`config.mk`:
```
export PLATFORM = sky130hd
export DESIGN_NAME = sd_cmd_sequencer
export DESIGN_NICKNAME = d
export VERILOG_FILES = /design/src/rtl/sd_cmd_sequencer.sv
export SDC_FILE = /design/constraint.sdc
export NUM_CORES = 1
export LEC_CHECK = 0
export ABC_AREA = 1
export CAP_MARGIN = 20
export CORE_MARGIN = 5
export CORE_UTILIZATION = 51
export DETAILED_ROUTE_END_ITERATION = 12
export PLACE_DENSITY = 0.83
export SYNTH_ARGS = -nofsm -noshare
export SYNTH_HDL_FRONTEND = slang
export SYNTH_SLANG_ARGS = --single-unit
export TNS_END_PERCENT = 20
```
`constraint.sdc`:
```
create_clock -name CLK -period 2.1 [get_ports CLK]
set_input_delay 0.42 -clock CLK [delete_from_list [all_inputs] [get_ports CLK]]
set_output_delay 0.42 -clock CLK [all_outputs]
set_load 0.02 [all_outputs]
```
`src/rtl/sd_cmd_sequencer.sv`:
```
// sd_cmd_sequencer: drives CRC_7 for a command header, then serialises the 48-bit SD CMD frame MSB-first.
// Optional macro SD_CMD_FIXED_CRC_EN: CMD0 (index 0, arg 0) bypasses CRC_7 and uses the constant 7'h4A.
module sd_cmd_sequencer #(
   parameter int BIT_DIV     = 1,
   parameter int CRC_TIMEOUT = 63,
   parameter int GAP_BITS    = 8
) (
   input  logic        CLK,
   input  logic        RST,
   input  logic        cmd_start,
   input  logic [5:0]  cmd_index,
   input  logic [31:0] cmd_arg,
   output logic        cmd_busy,
   output logic        cmd_sent,
   output logic        cmd_err,
   output logic        cmd_line,
   output logic        cmd_oe,
   output logic        crc_enable,
   output logic [39:0] crc_data,
   input  logic [6:0]  crc_value,
   input  logic        crc_done
);
   typedef enum logic [2:0] {IDLE, LOAD, CRC_RUN, SHIFT, GAP, DONE} state_t;
   state_t      state_q, state_d;
   logic [39:0] crc_data_q, crc_data_d;
   logic [6:0]  crc_q, crc_d;
   logic [5:0]  bit_q, bit_d;
   logic [7:0]  div_q, div_d;
   logic [15:0] cnt_q, cnt_d;
   logic        busy_q, busy_d, sent_q, sent_d, err_q, err_d;
   logic        line_q, line_d, oe_q, oe_d, en_q, en_d;
   logic [47:0] frame;
   // The CRC_7 header is exactly the top 40 bits of the frame.
   assign frame = {crc_data_q, crc_q, 1'b1};
   always_comb begin
      state_d    = state_q;
      crc_data_d = crc_data_q;
      crc_d      = crc_q;
      bit_d      = bit_q;
      div_d      = div_q;
      cnt_d      = cnt_q;
      line_d     = line_q;
      oe_d       = oe_q;
      en_d       = en_q;
      sent_d     = 1'b0;
      err_d      = 1'b0;
      case (state_q)
         IDLE: if (cmd_start && !busy_q) begin
            crc_data_d = {2'b01, cmd_index, cmd_arg};
            state_d    = LOAD;
         end
         LOAD: begin
`ifdef SD_CMD_FIXED_CRC_EN
            if (crc_data_q[37:0] == '0) begin
               crc_d   = 7'h4A;
               state_d = SHIFT;
               bit_d   = 6'd47;
               div_d   = '0;
               oe_d    = 1'b1;
               line_d  = crc_data_q[39];
            end else
`endif
            begin
               state_d = CRC_RUN;
               en_d    = 1'b1;
               cnt_d   = '0;
            end
         end
         CRC_RUN: if (crc_done) begin
            crc_d   = crc_value;
            en_d    = 1'b0;
            state_d = SHIFT;
            bit_d   = 6'd47;
            div_d   = '0;
            oe_d    = 1'b1;
            line_d  = crc_data_q[39];
         end else if (cnt_q == 16'(CRC_TIMEOUT - 1)) begin
            en_d    = 1'b0;
            err_d   = 1'b1;
            state_d = IDLE;
         end else cnt_d = cnt_q + 16'd1;
         SHIFT: if (div_q != 8'(BIT_DIV - 1)) div_d = div_q + 8'd1;
         else if (bit_q == '0) begin
            state_d = GAP;
            div_d   = '0;
            oe_d    = 1'b0;
            line_d  = 1'b1;
            cnt_d   = '0;
         end else begin
            div_d  = '0;
            bit_d  = bit_q - 6'd1;
            line_d = frame[bit_d];
         end
         GAP: if (cnt_q == 16'(GAP_BITS * BIT_DIV - 1)) begin
            state_d = DONE;
            sent_d  = 1'b1;
            cnt_d   = '0;
         end else cnt_d = cnt_q + 16'd1;
         default: state_d = IDLE;
      endcase
      // Busy stays up through the cmd_err cycle so a start there is ignored.
      busy_d = (state_d != IDLE) || err_d;
   end
   always_ff @(posedge CLK)
      if (RST) begin
         state_q    <= IDLE;
         crc_data_q <= '0;
         crc_q      <= '0;
         bit_q      <= '0;
         div_q      <= '0;
         cnt_q      <= '0;
         busy_q     <= 1'b0;
         sent_q     <= 1'b0;
         err_q      <= 1'b0;
         line_q     <= 1'b1;
         oe_q       <= 1'b0;
         en_q       <= 1'b0;
      end else begin
         state_q    <= state_d;
         crc_data_q <= crc_data_d;
         crc_q      <= crc_d;
         bit_q      <= bit_d;
         div_q      <= div_d;
         cnt_q      <= cnt_d;
         busy_q     <= busy_d;
         sent_q     <= sent_d;
         err_q      <= err_d;
         line_q     <= line_d;
         oe_q       <= oe_d;
         en_q       <= en_d;
      end
   assign cmd_busy   = busy_q;
   assign cmd_sent   = sent_q;
   assign cmd_err    = err_q;
   assign cmd_line   = line_q;
   assign cmd_oe     = oe_q;
   assign crc_enable = en_q;
   assign crc_data   = crc_data_q;
endmodule

```
**Word-level counts from Yosys, hierarchy flattened**

Index checks and enable logic that the tools add are counted.

- Add/subtract/negate cells: 3
- Magnitude comparators: 1
- Equal/unequal tests: 13
- Muxes and demuxes: 37
- Bitwise gates (word level): 1
- Reductions and logical operators: 19

Operators with widths:

| kind | number |
|---|---|
| $mux 16 | 5 |
| $pmux 16 s4 | 1 |
| $mux 3 | 6 |
| $mux 6 | 3 |
| $add 16x1->16 const B | 1 |
| $eq 16x3->1 const B | 1 |
| $eq 16x6->1 const B | 1 |
| $mux 8 | 2 |
| $pmux 8 s2 | 1 |
| $pmux 3 s5 | 1 |
| $mux 1 | 13 |
| $ne 2x2->1 const B | 6 |
| $pmux 6 s2 | 1 |
| $add 8x1->8 const B | 1 |
| $reduce_and 2->1 | 4 |
| $reduce_and 4->1 | 2 |
| $reduce_bool 8->1 | 1 |
| $lt 6x7->1 const B | 1 |
| $bmux 1 s6 | 1 |
| $eq 3x2->1 const B | 2 |
| $logic_not 6->1 | 1 |
| $pmux 1 s2 | 3 |
| $sub 6x1->6 const B | 1 |
| $reduce_and 5->1 | 1 |
| other kinds (13) | 14 |

- Register bits after elaboration: 85
- Bits of input ports: 49
- Output and inout bits: 46
- Logic and storage cells: 86

**Longest topological paths before layout**

- Word-level depth: 6
- Mapped depth: 15
- Mapped depth without buffers: 14

**Least setup slack after synthesis**

No wires, ideal clock.

- Path kind: register to register
- From: register bit_q[0]
- To: register cnt_q[14]
- Setup time: 0.132 ns
- Data arrival time: 1.808 ns
- Required time: 1.968 ns
- Path slack: 0.160 ns
- Cell stages (with the launch flop): 14
- Path buffers: 2
- Period minus slack after synthesis: 1.940 ns
- Cells stage by stage: dfxtp_1 > inv_1 > clkbuf_1 > ha_1 > nand3_2 > nor2_1 > nand2_1 > nand2_1 > nand3_4 > nor2_8 > inv_6 > buf_8 > nand2_1 > a21oi_2

- Longest elaborated chain between the ends: 3

Ends and longest elaborated chain:

| element | line | RTL |
|---|---|---|
| from (decl) | 27 | `logic [5:0] bit_q, bit_d;` |
| from (signal assigned) | 122 | `bit_q <= bit_d;` |
| $logic_not 6->1 | 83 | `else if (bit_q == '0) begin` |
| $ne 2x2->1 (no line) | -- |  |
| $reduce_and 5->1 (no line) | -- |  |
| to (signal assigned) | 124 | `cnt_q <= cnt_d;` |
| to (decl) | 29 | `logic [15:0] cnt_q, cnt_d;` |

No other way between the ends.
A chain may end at the register's enable or synchronous reset.

**Worst setup path in the final report**

- From: register div_q[0]
- To: register cnt_q[10]

- Longest elaborated chain between the ends: 3

Ends and longest elaborated chain:

| element | line | RTL |
|---|---|---|
| from (decl) | 28 | `logic [7:0] div_q, div_d;` |
| from (signal assigned) | 123 | `div_q <= div_d;` |
| $reduce_bool 8->1 | 82 | `SHIFT: if (div_q != 8'(BIT_DIV - 1)) div_d = div_q + 8'd1;` |
| $ne 2x2->1 (no line) | -- |  |
| $reduce_and 5->1 (no line) | -- |  |

No other way between the ends.

==> run summary <==
GRT overflow = 0
Post-Syn Instances = 676
# DRC = 0
CTS Buf Count = 9
Least-Margin Pin Slew = 0.502 ns
gr usage total = 0.220
routed wire length = 11.9 mm
worst hold path class = reg -> reg
Worst setup SP type = register
hpwl dp = 8.57 mm
#FFs+latches synth = 85
power share of the clock group = 0.170
Root Buffer = clkbuf_8
r2r setup slk = 0.26 ns
outcome = finished, final reports clean
CP max stage cell = dfxtp_1
die height = 104 um
CP endpoint kind = register
fin util = 0.658
clock skew = 0.0115 ns
Final Cycle Share = 0.877
count leader, synth = nand2_1
NumNets Final = 813
WL/cell = 13.6 um
die width = 104 um
Worst EP required = 2.33 ns
FF-to-FF Start = div_q[0]
post-route ant nets = 0
setup_tns = 0 ns
Initial Util = 0.518
clock buffer depth = 2
sw power = 2.93 mW
Cell Int Power = 3.84 mW
synthesis-to-layout area growth = 27.0%
H-tree level count = 3
CP startpoint = div_q[0]
number of port buffers = 93
Max-Cap Viols = 0
clock network latency to the later pin of the worst-skew pair = 0.36 ns
CP most frequent cell = nor2_8
post-synthesis cell type count = 35
Mapped Area = 0.00447 mm^2
Final Critical Period = 1.84 ns
CTS tree = yes
Sequential cell area = 0.00170 mm^2
combinational group share of total power = 0.504
gpl congestion = 0.877
Vias/cell = 5.23
Core Box Area = 0.00864 mm^2
Critical Path Max Stage Delay = 0.34 ns
die area = 0.0107 mm^2
sequential cell area fraction in the yosys report = 0.380
Max VDD drop = 0.553 mV
Hold Violations, Final = 0
hold buffer count at cts = 0
synth warn = 0
RSZ-0062 raised after global routing = no
Syn Nets = 730
share of the synthesized area in the top cell type = 0.380
multi-input combinational cell area = 0.00231 mm^2
share of cells above drive strength 1 = 0.0708
R2R depth = 11
critical path data arrival time = 2.07 ns
FMAX = 543 MHz
std cell rows = 34
main area contributors after synthesis = dfxtp_1 (38%), nand2_1 (13%), a21oi_1 (7.3%)
CTS resizes = 0
initial antenna violation count = 0
worst-path cell chain = inv_1 > ha_1 > nand3_1 > nor2_4 > nor2_8 > inv_4 > nand3_4 > nor2_8 > inv_6 > nand2_1 > a21oi_1
largest net degree at the start of global routing = 61
# setup viols final = 0
Reg power frac = 0.326
CP endpoint = cnt_q[10]
dpl cells = 856
Async SR Flop Fraction = 0
CP Max Fanout = 19
Worst R2R End = cnt_q[10]
vias after detailed routing = 4556
Slew Limit Fails = 0
# diodes = 0
Tot Pwr = 6.77 mW
post-CTS setup buffers = 0
first-pass GRT wire length = 20.4 mm
WS Path Type = reg -> reg
leakage power = 2.26 nW
clock slew at reported path FFs = 0.08 ns
Synth Flop Type = dfxtp_1
worst rel slew slack = 0.665
area leader, netlist = dfxtp_1
IO Count = 95
synth cell count leaders = nand2_1 (153), dfxtp_1 (85), nor2_1 (78), inv_1 (72), a21oi_1 (65)
Cell Pwr Density = 1190 mW/mm^2
Switching Fraction = 0.432
vias in the first global route = 4464
Avg Inst Size Synth = 6.62 um^2
WHS = 0.454 ns
First-pass DRT Iterations = 5
Filler Cell Count = 743
Final Instance Count excl. Fillers = 871
Clock Sinks = 85
1st-iter DRT viols = 272
Post-synth EDFFs = 0
## power by group through the flow
stage / Clock (mW) / Sequential [mW] / Combinational [mW]
2_1_floorplan: 0 / 2.54 / 1.92
4_1_cts: 1.18 / 2.20 / 3.41
3_5_place_dp: 0 / 2.24 / 3.40
6_report: 1.15 / 2.21 / 3.41
5_1_grt: 1.24 / 2.25 / 3.79
3_3_place_gp: 0 / 2.22 / 3.33
## registers in the layout, indices dropped and copies added (netlist names)
name,flops
div_q,8
cnt_q,16
cmd_busy,1
cmd_err,1
bit_q,6
cmd_line,1
crc_enable,1
crc_data,39
state_q,3
cmd_oe,1
cmd_sent,1
crc_q,7
## how the worst min path moves through the flow
stage          endpoint      from  cells past startpoint
3_5_place_dp   crc_q[3]  crc_q[3]                      2
3_3_place_gp   crc_q[6]  crc_q[6]                      2
5_1_grt        crc_q[3]  crc_q[3]                      2
6_report       crc_q[5]  crc_q[5]                      2
4_1_cts        crc_q[3]  crc_q[3]                      2
2_1_floorplan  crc_q[3]  crc_q[3]                      2
## worst max-delay path: cells and delay by family (launching register included)
| kind | cells | cell delay (ns) |
|---|---|---|
| flip-flops | 1 | 0.34 |
| AND/OR/NAND/NOR | 6 | 0.88 |
| AO/OA/AOI/OAI | 1 | 0.06 |
| buffers and inverters | 3 | 0.27 |
| adder cells (fa/ha/maj) | 1 | 0.16 |
## through the flow
stage	setup slack, ns	area [um^2]
3_3_place_gp	0.292	5490
5_1_grt	0.0741	5680
6_report	0.257	5680
4_1_cts	0.248	5680
2_1_floorplan	0.160	4470
3_5_place_dp	0.231	5490
## logic make-up after synthesis
kind of cell,after synthesis,share of synthesized area
DFF,85,0.380
xor gates and xnor gates,10,0.0196
and+or+nand+nor,325,0.321
adders and majority gates,5,0.0140
AOI/OAI and AO/OA,136,0.161
buffers and inverters,114,0.104
other,1,0.000838
## per-layer routing
metal	vias up	global-route usage	part of all wire	wire, um
met3	16	0.0386	0.054	639
met5	-	0	0	0
li1	2332	-	-	-
met2	133	0.385	0.50	5920
met1	2075	0.279	0.43	5140
met4	0	0.0601	0.015	176
## area by class of cell
cell class,count,area share
multi-input combinational,477,0.406
sequential,85,0.299
timing repair buffer,103,0.181
inverter,83,0.0561
clock buffer,11,0.0249
tap,108,0.0238
clock inverter,4,0.00859
## layout by cell type (no fill, tap or decap), drive strengths merged, types with 2 or more instances in the layout
cell	Yosys	final
nand2	156	156
a21oi	73	73
nor3	10	10
nand3	61	61
buf	10	10
clkdlybuf4s50	0	93
o21ai	60	60
nand3b	2	2
inv	80	80
nand4	10	10
clkbuf	21	11
nor2	85	85
xor2	9	9
clkinv	3	6
ha	5	5
dfxtp	85	85
Note: power is estimated with default switching activity, not from simulation.
==> patch 1 (same settings) <==
Add a define of `SD_CMD_FIXED_CRC_EN`.
--- a/src/rtl/sd_cmd_sequencer.sv
+++ b/src/rtl/sd_cmd_sequencer.sv
@@ -2,2 +2,4 @@
 // Optional macro SD_CMD_FIXED_CRC_EN: CMD0 (index 0, arg 0) bypasses CRC_7 and uses the constant 7'h4A.
+`define SD_CMD_FIXED_CRC_EN
+
 module sd_cmd_sequencer #(
Function: changed (a bounded check fails within 4 cycles, from zero or initial values and one cycle with RST high).
==> patch 1 against the unedited design <==
Total power rose by 16%. Wire length rose by 9.1%. Critical path depth did not move. Sequential share of layout area fell by 1.1 points. Final area rose by 3.9%. Global-route usage rose by 0.92 points. Worst setup slack got worse by 84 ps. Sequential cell count did not move. Core utilization rose by 1.2 points. Synthesized area rose by 3.8%. Clock power rose by 10%. Sequential power rose by 6%. Critical path type unchanged. Largest cell class unchanged. First-iteration DRC count rose by 11%. Highest routed layer unchanged.
==> patch 1: results (changes against the unedited design) <==
stage,metric,value,unit,change
outcome,status,completed,,
placed_design,Inst Count DP,884,,+3.3%
clock_network,clk slew on worst S/H paths,100,ps,+20 ps
placed_design,detailed placement HPWL,9470,um,+10%
critical_path,worst endpoint data arrival time,2190,ps,+120 ps
hold_path,min-delay src,crc_data[38],,
global_route,initial antenna violation count,0,,unchanged
power,Leakage,2.40,nW,+6.2%
power,Seq. pwr,2.34,mW,+6%
detailed_routing,first-pass detailed-route iteration total,5,,unchanged
power,clock power share,16.2,%,-0.8 points
synth,Async SR Flop Fraction,0,%,unchanged
synth,count of cell types in the netlist,41,,+17%
clock_network,"Setup Fix Bufs, Post-CTS",0,,unchanged
cells_and_area,number of flip-flops in the largest register,39,,unchanged
global_route,largest net degree at the start of global routing,36,,-41%
sta,Worst Skew,16.9,ps,+5.36 ps
power,worst vdd ir,712,uV,+29%
clock_network,Resized Gates After CTS,0,,unchanged
clock_network,Worst-Skew Late Latency,370,ps,
global_route,vias in the first global route,4661,,+4.4%
hold_path,worst hold path class,reg -> reg,,
cells_and_area,share of cells above drive strength 1,10.1,%,+3.0 points
critical_path,worst-path fanout max,18,,-1
power,Sw Share,46.5,%,+3.3 points
detailed_routing,1st-iter DRT viols,301,,+11%
detailed_routing,via/cell ratio,5.41,,+3.5%
global_route,GR Overflow Total,0,,unchanged
clock_network,Clock H-tree levels,3,,unchanged
placed_design,post-placement cell area,5660,sq um,+3.1%
placed_design,IO Port Bufs,93,,unchanged
synth,top post-synthesis cells by count,"nand2_1 (156), nor2_1 (121), dfxtp_1 (85)",,
synth,Synth area leaders,"dfxtp_1 (37%), nand2_1 (13%), nor2_1 (9.8%)",,
synth,Syn Area/Cell,6.64,sq um,+0.39%
clock_network,Clock Path Buffers,2,,unchanged
synth,Synth Net Count,753,,+3.2%
clock_network,CTS Buf Count,9,,unchanged
synth,"Seq/Total Area, Yosys",36.6,%,-1.4 points
global_route,first-pass GRT wire length,21400,um,+4.9%
detailed_routing,wire per inst,14.3,um,+5.2%
synth,dominant cell type by area after synthesis,dfxtp_1,,
cells_and_area,Final #Nets,844,,+3.8%
placed_design,RePlAce Congestion,0.899,,+2.6%
global_route,total track usage,23.0,%,+0.92 points
cells_and_area,n_diodes,0,,unchanged
synth,yosys warns,0,,unchanged
detailed_routing,Total Routed Length,13000,um,+9.1%
critical_path,launch point of the worst path,bit_q[1],,
clock_network,Root Driver,clkbuf_8,,
==> patch 1: layer usage <==
layer | GRT usage [%] | routed length [um] | vias up
li1 | - | - | 2425
met1 | 29.0 | 5450 | 2248
met2 | 39.8 | 6440 | 196
met3 | 4.58 | 885 | 19
met4 | 6.56 | 178 | 0
met5 | 0 | 0 | -
==> patch 1: cell families (layout without fill, tap and decap cells) <==
| group | Yosys count | in the layout | share of synthesized area (%) |
|---|---|---|---|
| simple gates | 370 | 370 | 34.7 |
| xor+xnor | 19 | 19 | 3.58 |
| flops | 85 | 85 | 36.6 |
| buf+inv | 101 | 197 | 9.22 |
| compound gates | 118 | 118 | 14.4 |
| fa+ha+maj | 5 | 5 | 1.35 |
| other cells | 1 | 1 | 0.0808 |
==> patch 1: final timing paths <==
| kind | to | slack (ps) | cells past startpoint |
|---|---|---|---|
| max reg2reg | cnt_q[1] | 170 | 11 |
| max | cnt_q[1] | 170 | 11 |
| min | crc_data[38] | 480 | 2 |
| min reg2reg | crc_data[38] | 480 | 2 |
==> patch 1: through the flow <==
stage	setup WS (ps)	total power, mW
finish	173	7.87
global route	13.1	8.43
CTS	178	7.72
detailed placement	155	6.44
global placement	174	6.32
floorplan	75.6	5.06
==> patch 1: layout make-up <==
class                           instances  area, sq um
Clock buffer                           10          138
Clock inverter                          6         76.3
Fill cell                             757         2900
Inverter                               70          274
Multi-Input combinational cell        513         2510
Sequential cell                        85         1700
Tap cell                              108          135
Timing Repair Buffer                  111         1070
==> patch 1: worst max-delay path: stages (launching register included) <==
cell and delay (ps):
dfxtp_1 330, inv_1 70, ha_1 200, nand3_2 120, nor2_2 130, nand2_2 100, o21ai_4 220, nand3_4 260
inv_8 210, nand2_1 60, o21ai_0 70, nor2_1 50
==> patch 2 (same settings) <==
Without the edit above. Remove the register `sent_q`: a continuous assignment takes its place, so the output `cmd_sent` follows one clock earlier.
--- a/src/rtl/sd_cmd_sequencer.sv
+++ b/src/rtl/sd_cmd_sequencer.sv
@@ -112,3 +112,2 @@
          busy_q     <= 1'b0;
-         sent_q     <= 1'b0;
          err_q      <= 1'b0;
@@ -125,3 +124,2 @@
          busy_q     <= busy_d;
-         sent_q     <= sent_d;
          err_q      <= err_d;
@@ -131,2 +129,4 @@
       end
+
+   assign sent_q = sent_d;
    assign cmd_busy   = busy_q;
Behaviour: no difference found for any inputs over 10 cycles, from zero or initial values and one cycle with RST high; that may be too few to reach the edited logic, so the function may still have changed.
==> patch 2 against the unedited design <==
Synthesized cell count shrank 2.2%. Final area increased by 0.70%. Combinational power up 10%. Register-to-register slack worse by 30 ps. Synthesized area is 2.2% lower. Wire length up 1.0%. Hold slack improved by 7.1 ps. Sequential share of layout area down 0.56 points. Total power grew 7.6%. Worst setup slack worse by 100 ps. Cell count decreased by 0.34%. Sequential cell count shrank 1. Non-clock buffer count increased by 13.
==> patch 2: results (changes against the unedited design) <==
stage,metric,value,unit,change
cells_and_area,sequential fraction of total cell area,29.4,%,-0.56 points
global_route,vias in the first global route,4258,,-4.6%
cells_and_area,Final Core Density,69.0,%,+3.2 points
synth,Syn Area/Cell,6.62,sq um,about the same
global_route,met2 global-route usage,38.8,%,+0.30 points
cells_and_area,Signal buffers,116,,+13%
power,Seq pwr share,30.0,%,-2.6 points
power,clock power share,18.4,%,+1.4 points
hold_path,min-delay src,crc_q[4],,
detailed_routing,via/cell ratio,5.26,,+0.65%
cells_and_area,share of cells above drive strength 1,8.26,%,+1.2 points
cells_and_area,clock-cell share of area,4.07,%,+0.72 points
sta,Least-Margin Pin Slew,488,ps,-14.4 ps
detailed_routing,wire per inst,13.8,um,+1.4%
placed_design,detailed placement HPWL,8850,um,+3.2%
critical_path,worst-path fanout max,4,,-15
detailed_routing,Total Routed Length,12000,um,+1.0%
critical_path,Reg-to-Reg End,cmd_line,,
detailed_routing,1st-iter DRT viols,295,,+8.5%
power,Leakage,2.33,nW,+3.0%
outcome,status,completed,,
placed_design,RePlAce Congestion,0.939,,+7.1%
detailed_routing,DR WL met3,651,um,+1.9%
synth,#FFs+latches synth,84,,-1.2%
synth,Synth Net Count,716,,-1.9%
synth,top post-synthesis cells by count,"nand2_1 (150), dfxtp_1 (84), nor2_1 (81)",,
power,switching power,3.18,mW,+8.6%
cells_and_area,Reg area,1680,sq um,-1.2%
hold_path,hold endpoint,crc_q[4],,
synth,count of cell types in the netlist,33,,-5.7%
synth,"Seq/Total Area, Yosys",38.4,%,+0.40 points
power,worst vdd ir,857,uV,+55%
## patch 2: changes by cell type after synthesis, sizes merged, moves of 3 or more
cell    unedited run  this run
a21oi             73        70
xnor2              1         4
nand3             61        55
clkbuf            21        14
nand2            156       153
nand4             10         7
buf               10        16
## patch 2: logic make-up (layout without fill, tap and decap cells)
family          Yosys count  after routing
other cells               1              1
buf+inv                 109            211
simple gates            313            313
flops                    84             84
compound gates          133            133
fa+ha+maj                 6              6
xor+xnor                 15             15
## patch 2: worst max path at each step
stage / to / slack, ps / cells after the start / startpoint
2_1_floorplan: cmd_line / 70 / 15 / bit_q[0]
3_3_place_gp: cmd_sent / 80 / 6 / cnt_q[15]
3_5_place_dp: cmd_sent / 80 / 6 / cnt_q[15]
4_1_cts: cmd_sent / 9 / 6 / cnt_q[15]
5_1_grt: cmd_sent / 6 / 6 / cnt_q[1]
6_report: cmd_sent / 160 / 6 / cnt_q[15]
